<file path="src/rtl/alu_result_byte_sender_pkg.sv">
// ---------------------------------------------------------------------------
// alu_result_byte_sender_pkg
//
// Purpose: constants and types shared by the ALU result byte sender, the ALU
// output stage and the UART TX framing block.
//
// Contents:
//   DEFAULT_DATA_WIDTH  default ALU result width (16)
//   DEFAULT_BYTE_WIDTH  default transmitted unit width (8)
//   senderState_e       sequencer state encoding (IDLE / SEND)
//   countWidth()        byte counter width for a given byte count (min 1)
// ---------------------------------------------------------------------------
package alu_result_byte_sender_pkg;

    localparam int DEFAULT_DATA_WIDTH = 16;
    localparam int DEFAULT_BYTE_WIDTH = 8;

    typedef enum logic {
        IDLE = 1'b0,
        SEND = 1'b1
    } senderState_e;

    // A single-byte word still needs a one-bit counter so the port exists.
    function automatic int countWidth(input int numBytes);
        return (numBytes > 1) ? $clog2(numBytes) : 1;
    endfunction

endpackage

</file>
<file path="src/rtl/alu_result_byte_sender_if.sv">
// ---------------------------------------------------------------------------
// alu_result_byte_sender_if
//
// Purpose: bundles the ALU result strobe and the TX byte handshake of the
// ALU result byte sender.
//
// Signals:
//   ALU_OUT    [DATA_WIDTH]  result word, meaningful when OUT_VALID=1
//   OUT_VALID                one-cycle strobe marking a new result
//   TX_DATA    [BYTE_WIDTH]  current byte toward UART TX
//   TX_VALID                 TX_DATA holds a valid byte
//   TX_READY                 downstream accepts the byte this edge
//   BUSY                     pending slot is full
//   OVERRUN                  sticky: a result was dropped
//   CLR_OVR                  clears OVERRUN
//
// Modports:
//   slave   the byte sender itself
//   master  the surrounding system (ALU side + TX side)
// ---------------------------------------------------------------------------
interface alu_result_byte_sender_if
    import alu_result_byte_sender_pkg::*;
#(
    parameter int DATA_WIDTH = DEFAULT_DATA_WIDTH,
    parameter int BYTE_WIDTH = DEFAULT_BYTE_WIDTH
) ();

    logic [DATA_WIDTH-1:0] ALU_OUT;
    logic                  OUT_VALID;
    logic [BYTE_WIDTH-1:0] TX_DATA;
    logic                  TX_VALID;
    logic                  TX_READY;
    logic                  BUSY;
    logic                  OVERRUN;
    logic                  CLR_OVR;

    modport slave (
        input  ALU_OUT,
        input  OUT_VALID,
        input  TX_READY,
        input  CLR_OVR,
        output TX_DATA,
        output TX_VALID,
        output BUSY,
        output OVERRUN
    );

    modport master (
        output ALU_OUT,
        output OUT_VALID,
        output TX_READY,
        output CLR_OVR,
        input  TX_DATA,
        input  TX_VALID,
        input  BUSY,
        input  OVERRUN
    );

endinterface

</file>
<file path="src/rtl/alu_result_slot.sv">
// ---------------------------------------------------------------------------
// alu_result_slot
//
// Purpose: single-entry holding register for an ALU result that arrives
// while the previous result is still being serialised. Tracks occupancy and
// raises a sticky overrun flag when a result has to be dropped.
//
// Ports:
//   clk_i      system clock, rising edge
//   rst_i      synchronous active-high reset
//   load_i     offer word_i to the slot this cycle
//   take_i     sequencer consumes the held word this cycle
//   clrOvr_i   clear the overrun flag
//   word_i     incoming result word
//   word_o     held result word
//   valid_o    slot occupied (drives BUSY)
//   overrun_o  sticky overrun flag
// ---------------------------------------------------------------------------
module alu_result_slot
    import alu_result_byte_sender_pkg::*;
#(
    parameter int DATA_WIDTH = DEFAULT_DATA_WIDTH
) (
    input  logic                  clk_i,
    input  logic                  rst_i,
    input  logic                  load_i,
    input  logic                  take_i,
    input  logic                  clrOvr_i,
    input  logic [DATA_WIDTH-1:0] word_i,
    output logic [DATA_WIDTH-1:0] word_o,
    output logic                  valid_o,
    output logic                  overrun_o
);

    logic [DATA_WIDTH-1:0] word_q, word_d;
    logic                  valid_q, valid_d;
    logic                  overrun_q, overrun_d;
    logic                  drop;

    // A load only fails when the slot is full and is not being emptied in
    // the same cycle; a simultaneous take frees the slot for the new word.
    assign drop = load_i && valid_q && !take_i;

    // Next-state for the slot; a drop keeps the older word and beats a clear.
    always_comb begin
        word_d    = word_q;
        valid_d   = valid_q;
        overrun_d = overrun_q;
        if (take_i) begin
            valid_d = 1'b0;
        end
        if (load_i && !drop) begin
            word_d  = word_i;
            valid_d = 1'b1;
        end
        if (drop) begin
            overrun_d = 1'b1;
        end else if (clrOvr_i) begin
            overrun_d = 1'b0;
        end
    end

    always_ff @(posedge clk_i) begin
        if (rst_i) begin
            word_q    <= '0;
            valid_q   <= 1'b0;
            overrun_q <= 1'b0;
        end else begin
            word_q    <= word_d;
            valid_q   <= valid_d;
            overrun_q <= overrun_d;
        end
    end

    assign word_o    = word_q;
    assign valid_o   = valid_q;
    assign overrun_o = overrun_q;

endmodule

</file>
<file path="src/rtl/alu_result_byte_sender.sv">
// ---------------------------------------------------------------------------
// alu_result_byte_sender
//
// Purpose: takes full-width ALU results qualified by a one-cycle strobe and
// streams them out byte by byte over a valid/ready handshake toward the UART
// TX framing logic. One word is serialised from the shift register while one
// more can wait in the pending slot; back-to-back words go out with no gap.
//
// Ports:
//   CLK   system clock, rising edge
//   RST   synchronous active-high reset
//   bus   slave side of alu_result_byte_sender_if (ALU_OUT/OUT_VALID in,
//         TX_DATA/TX_VALID out, TX_READY in, BUSY/OVERRUN out, CLR_OVR in)
//
// Parameters:
//   DATA_WIDTH  result width, a multiple of BYTE_WIDTH
//   BYTE_WIDTH  transmitted unit width
//   MSB_FIRST   0 = least-significant byte first, 1 = most-significant first
// ---------------------------------------------------------------------------
module alu_result_byte_sender
    import alu_result_byte_sender_pkg::*;
#(
    parameter int DATA_WIDTH = DEFAULT_DATA_WIDTH,
    parameter int BYTE_WIDTH = DEFAULT_BYTE_WIDTH,
    parameter int MSB_FIRST  = 0
) (
    input  logic                     CLK,
    input  logic                     RST,
    alu_result_byte_sender_if.slave  bus
);

    localparam int NUM_BYTES = DATA_WIDTH / BYTE_WIDTH;
    localparam int CNT_W     = countWidth(NUM_BYTES);
    localparam logic [CNT_W-1:0] LAST_IDX = CNT_W'(NUM_BYTES - 1);

    senderState_e          state_q, state_d;
    logic [DATA_WIDTH-1:0] shift_q, shift_d;
    logic [CNT_W-1:0]      count_q, count_d;
    logic [BYTE_WIDTH-1:0] txData_q, txData_d;
    logic                  txValid_q, txValid_d;

    logic                  slotLoad;
    logic                  slotTake;
    logic [DATA_WIDTH-1:0] slotWord;
    logic                  slotValid;
    logic                  slotOverrun;

    // Byte k of a word in transmission order.
    function automatic logic [BYTE_WIDTH-1:0] selectByte(
        input logic [DATA_WIDTH-1:0] word,
        input logic [CNT_W-1:0]      k
    );
        logic [BYTE_WIDTH-1:0] result;
        result = '0;
        for (int i = 0; i < NUM_BYTES; i++) begin
            if (k == CNT_W'(i)) begin
                if (MSB_FIRST != 0) begin
                    result = word[(NUM_BYTES-1-i)*BYTE_WIDTH +: BYTE_WIDTH];
                end else begin
                    result = word[i*BYTE_WIDTH +: BYTE_WIDTH];
                end
            end
        end
        return result;
    endfunction

    alu_result_slot #(
        .DATA_WIDTH (DATA_WIDTH)
    ) u_slot (
        .clk_i     (CLK),
        .rst_i     (RST),
        .load_i    (slotLoad),
        .take_i    (slotTake),
        .clrOvr_i  (bus.CLR_OVR),
        .word_i    (bus.ALU_OUT),
        .word_o    (slotWord),
        .valid_o   (slotValid),
        .overrun_o (slotOverrun)
    );

    // Sequencer next state. On the last byte of a word the next word comes
    // from the pending slot if it holds one, otherwise straight from the ALU
    // strobe, so TX_VALID never drops between back-to-back words. The TX
    // outputs are registered copies of the next shift/count, which keeps
    // TX_READY off any combinational path to TX_VALID or TX_DATA.
    always_comb begin
        state_d  = state_q;
        shift_d  = shift_q;
        count_d  = count_q;
        slotLoad = 1'b0;
        slotTake = 1'b0;

        unique case (state_q)
            IDLE: begin
                if (bus.OUT_VALID) begin
                    shift_d = bus.ALU_OUT;
                    count_d = '0;
                    state_d = SEND;
                end
            end
            SEND: begin
                if (bus.TX_READY && count_q == LAST_IDX) begin
                    count_d = '0;
                    if (slotValid) begin
                        shift_d  = slotWord;
                        slotTake = 1'b1;
                        slotLoad = bus.OUT_VALID;
                    end else if (bus.OUT_VALID) begin
                        shift_d = bus.ALU_OUT;
                    end else begin
                        state_d = IDLE;
                    end
                end else begin
                    if (bus.TX_READY) begin
                        count_d = count_q + 1'b1;
                    end
                    slotLoad = bus.OUT_VALID;
                end
            end
            default: begin
                state_d = IDLE;
            end
        endcase

        txValid_d = (state_d == SEND);
        txData_d  = selectByte(shift_d, count_d);
    end

    always_ff @(posedge CLK) begin
        if (RST) begin
            state_q   <= IDLE;
            shift_q   <= '0;
            count_q   <= '0;
            txData_q  <= '0;
            txValid_q <= 1'b0;
        end else begin
            state_q   <= state_d;
            shift_q   <= shift_d;
            count_q   <= count_d;
            txData_q  <= txData_d;
            txValid_q <= txValid_d;
        end
    end

    assign bus.TX_DATA  = txData_q;
    assign bus.TX_VALID = txValid_q;
    assign bus.BUSY     = slotValid;
    assign bus.OVERRUN  = slotOverrun;

endmodule

</file>
<file path="src/flat_wrapper.sv">
// flat-port wrapper written by rule: the top's interface ports become plain ports
module alu_result_byte_sender_flat import alu_result_byte_sender_pkg::*;
#(
    parameter int DATA_WIDTH = DEFAULT_DATA_WIDTH,
    parameter int BYTE_WIDTH = DEFAULT_BYTE_WIDTH,
    parameter int MSB_FIRST  = 0
)
  (CLK, RST, bus_ALU_OUT, bus_OUT_VALID, bus_TX_READY, bus_CLR_OVR, bus_TX_DATA, bus_TX_VALID, bus_BUSY, bus_OVERRUN);
  alu_result_byte_sender_if #(.DATA_WIDTH(DATA_WIDTH), .BYTE_WIDTH(BYTE_WIDTH)) bus_i ();
  input  logic CLK;
  input  logic RST;
  input wire logic [$bits(bus_i.ALU_OUT)-1:0] bus_ALU_OUT;
  input wire logic [$bits(bus_i.OUT_VALID)-1:0] bus_OUT_VALID;
  input wire logic [$bits(bus_i.TX_READY)-1:0] bus_TX_READY;
  input wire logic [$bits(bus_i.CLR_OVR)-1:0] bus_CLR_OVR;
  output wire logic [$bits(bus_i.TX_DATA)-1:0] bus_TX_DATA;
  output wire logic [$bits(bus_i.TX_VALID)-1:0] bus_TX_VALID;
  output wire logic [$bits(bus_i.BUSY)-1:0] bus_BUSY;
  output wire logic [$bits(bus_i.OVERRUN)-1:0] bus_OVERRUN;
  assign bus_i.ALU_OUT = bus_ALU_OUT;
  assign bus_i.OUT_VALID = bus_OUT_VALID;
  assign bus_i.TX_READY = bus_TX_READY;
  assign bus_i.CLR_OVR = bus_CLR_OVR;
  assign bus_TX_DATA = bus_i.TX_DATA;
  assign bus_TX_VALID = bus_i.TX_VALID;
  assign bus_BUSY = bus_i.BUSY;
  assign bus_OVERRUN = bus_i.OVERRUN;
  alu_result_byte_sender #(.DATA_WIDTH(DATA_WIDTH), .BYTE_WIDTH(BYTE_WIDTH), .MSB_FIRST(MSB_FIRST)) u_core (.CLK(CLK), .RST(RST), .bus(bus_i));
endmodule
</file>
<file path="config.mk">
export PLATFORM = sky130hd
export DESIGN_NAME = alu_result_byte_sender_flat
export DESIGN_NICKNAME = d
export VERILOG_FILES = /design/src/rtl/alu_result_byte_sender_pkg.sv /design/src/rtl/alu_result_byte_sender_if.sv /design/src/rtl/alu_result_slot.sv /design/src/rtl/alu_result_byte_sender.sv /design/src/flat_wrapper.sv
export SDC_FILE = /design/constraint.sdc
export NUM_CORES = 1
export LEC_CHECK = 0
export CAP_MARGIN = 20
export CORE_ASPECT_RATIO = 1.25
export CORE_UTILIZATION = 31
export CTS_BUF_LIST = sky130_fd_sc_hd__clkbuf_4 sky130_fd_sc_hd__clkbuf_8
export DETAILED_ROUTE_END_ITERATION = 8
export SLEW_MARGIN = 20
export SYNTH_ARGS = -nofsm -noshare
export SYNTH_HDL_FRONTEND = slang
export SYNTH_HIERARCHICAL = 1
export SYNTH_SLANG_ARGS = --single-unit
</file>
<file path="constraint.sdc">
create_clock -name CLK -period 1.7 [get_ports CLK]
set_input_delay 0.255 -clock CLK [delete_from_list [all_inputs] [get_ports CLK]]
set_output_delay 0.255 -clock CLK [all_outputs]
set_load 0.05 [all_outputs]
</file>
==> flow_summary.json, run 1 <==
{
  "status": "finished clean",
  "grt_pass1_vias": 1733,
  "avgSynthCellArea_sq_um": 8.87,
  "ys_ff_latch": 44,
  "fin_cells": 375,
  "hold_viol": 0,
  "gp_congestion": 0.774,
  "core_sq_um": 6650,
  "dieArea_sq_um": 7350,
  "via_per_inst": 4.84,
  "cts.path.max_buffers": 2,
  "p_leak_nw": 1.08,
  "clock-sinks": 44,
  "wl_per_cell_um": 13.6,
  "synth_flop_cell": "dfxtp_1",
  "syn_nets": 267,
  "skew_ns": 0.00932,
  "antenna_cells": 0,
  "final_max_slew_viol_count": 0,
  "cts_tree": "done",
  "fin_setup_tns_ns": 0,
  "dpl.hpwl_um": 3620,
  "clkTransAtPathRegs_ns": 0.09,
  "io_pins": 32,
  "peakVddDrop_uv": 352,
  "cp.required_ns": 1.87,
  "cp.arrival_ns": 1.84,
  "grt_pass1_wl_um": 8270,
  "grt_overflow": 0,
  "synthCells": 245,
  "holdWs_ns": 0.473,
  "grt_usage_pct": 14.4,
  "slew_headroom_pct": 76.7,
  "ys_types": 34,
  "p_per_area_nw_per_um2": 876,
  "synth_top_cell_by_area": "dfxtp_1",
  "ant_nets": 0,
  "root_buffer": "clkbuf_8",
  "synth_area_leaders": "dfxtp_1 (41%), nand2b_1 (9.8%), mux2i_1 (7.4%)",
  "seq_area_frac_synth_pct": 40.5,
  "power.total_w": 0.00247,
  "dp_cells": 366,
  "period_share_pct": 97.7,
  "dieWidth_um": 76.9,
  "antenna_found_initial": 0,
  "first_pass_iters": 4,
  "period_needed_ns": 1.66,
  "portBuffers": 31,
  "synth.top_cell.area_share_pct": 40.5,
  "rows": 33,
  "synth_common_cells": "dfxtp_1 (44), nand2b_1 (34), nor2_1 (28)",
  "numCtsBuffers": 5,
  "vias": 1814,
  "syn_area_sq_um": 2170,
  "insertion_delay_ns": 0.30,
  "report.final.setup_viol": 0,
  "endpoint_kind": "flip-flop",
  "crit_path_start_kind": "input port",
  "cts_max_level": 2,
  "drc": 0,
  "synth-edff-count": 0,
  "ys_async_sr_fraction_pct": 0,
  "yosysWarnings": 6,
  "grt_max_degree": 61,
  "path_class": "in -> reg",
  "max_freq_mhz": 602,
  "crit_fanout": 9,
  "drt_iter0_drc": 101,
  "tightestPinTransition_ns": 0.348,
  "die_h_um": 95.6,
  "initial_core_util_pct": 32.7,
  "synthToLayoutAreaGrowth_pct": 29.8,
  "hold_path.class": "reg -> reg",
  "synthMostInstantiatedCell": "dfxtp_1",
  "ff2ff_setup_slack_ns": 0.10,
  "drive_gt1_share_pct": 23.6,
  "max_cap_violations": 0,
  "postRouteWirelength_um": 5100,
  "fin_nets": 309
}
[per-layer routing]
metal / global-route usage (%) / share of wire, %
met3: 2.87 / 3.1
met5: 0 / 0
met1: 18.1 / 47
met2: 24.2 / 49
met4: 5.77 / 1.4
[critical path: stages]
cell and delay [ns]:
clkdlybuf4s50_1 0.50, ha_4 0.18, nand2b_4 0.14, o21ai_4 0.11
buf_4 0.18, a2111oi_2 0.37, a211oi_1 0.10
[registers in the layout, indices dropped and copies added, names as in the netlist]
| name | flops |
|---|---|
| u_core/u_slot/word_o | 16 |
| u_core/u_slot/overrun_o | 1 |
| u_core/shift_q | 16 |
| u_core/bus.TX_DATA | 8 |
| u_core/count_q | 1 |
| u_core/u_slot/valid_o | 1 |
| u_core/bus.TX_VALID | 1 |
[what timing repair did]
item                                    in CTS  in global routing
endpoints found under the setup margin      24                 26
resized for setup                            6                 16
buffers inserted                             0                  1
pin swaps                                    0                  4
hold buffers                                 0                  0
[layout make-up]
type	count	area, sq um
repair buffers	57	502
well taps	87	109
inverters	3	11.3
clock inverters	3	42.5
multi-input cells	176	1200
flip-flops and latches	44	886
fillers	680	3830
clock buffers	5	68.8
[through the flow]
step	cell area, sq um	util (%)	setup WS [ns]
global route	2820	42.4	-0.0181
finish	2820	42.4	0.0383
detailed placement	2630	39.5	-0.452
floorplan	2180	-	0.0183
CTS	2770	41.6	0.00892
global placement	2630	39.5	-0.447
[path summary, 6_finish.rpt]
path,from,end,depth (start not counted)
setup / recovery,bus_TX_READY,u_core/bus.TX_DATA[6],7
hold / removal,u_core/u_slot/word_o[2],u_core/shift_q[2],2
setup reg to reg,u_core/count_q,u_core/bus.TX_DATA[6],6
hold reg to reg,u_core/u_slot/word_o[2],u_core/shift_q[2],2
[power breakdown]
part	total, W	switching (W)	internal, W
clock network	0.000807	0.000372	0.000435
logic	0.000524	0.000287	0.000237
registers	0.00114	0.0000388	0.00110
[cells by family after synthesis]
| kind of cell | Yosys count | share of synthesized area [%] |
|---|---|---|
| buf+inv | 25 | 7.14 |
| mux | 16 | 7.37 |
| flops | 44 | 40.5 |
| fa+ha+maj | 1 | 0.576 |
| compound gates | 61 | 20.4 |
| simple gates | 98 | 23.9 |
[placed cells by master (no fill, tap or decap), drive strengths merged, types with 4 or more instances in the layout]
| master | instances |
|---|---|
| and3 | 10 |
| dfxtp | 44 |
| mux2i | 16 |
| a21oi | 23 |
| clkdlybuf4s50 | 20 |
| a211oi | 7 |
| o21ai | 9 |
| nand3b | 5 |
| nor2 | 28 |
| nand2 | 16 |
| nand2b | 34 |
| clkbuf | 5 |
| a22oi | 4 |
| o211ai | 5 |
| buf | 37 |
| a221oi | 6 |
(Power assumes the default switching activity.)
==> run 2, diff against run 1 <==
- GPL_ROUTABILITY_DRIVEN: unset -> 0
==> results of run 2 <==
No change in the layout: final DEF, timing and power equal those of run 1.
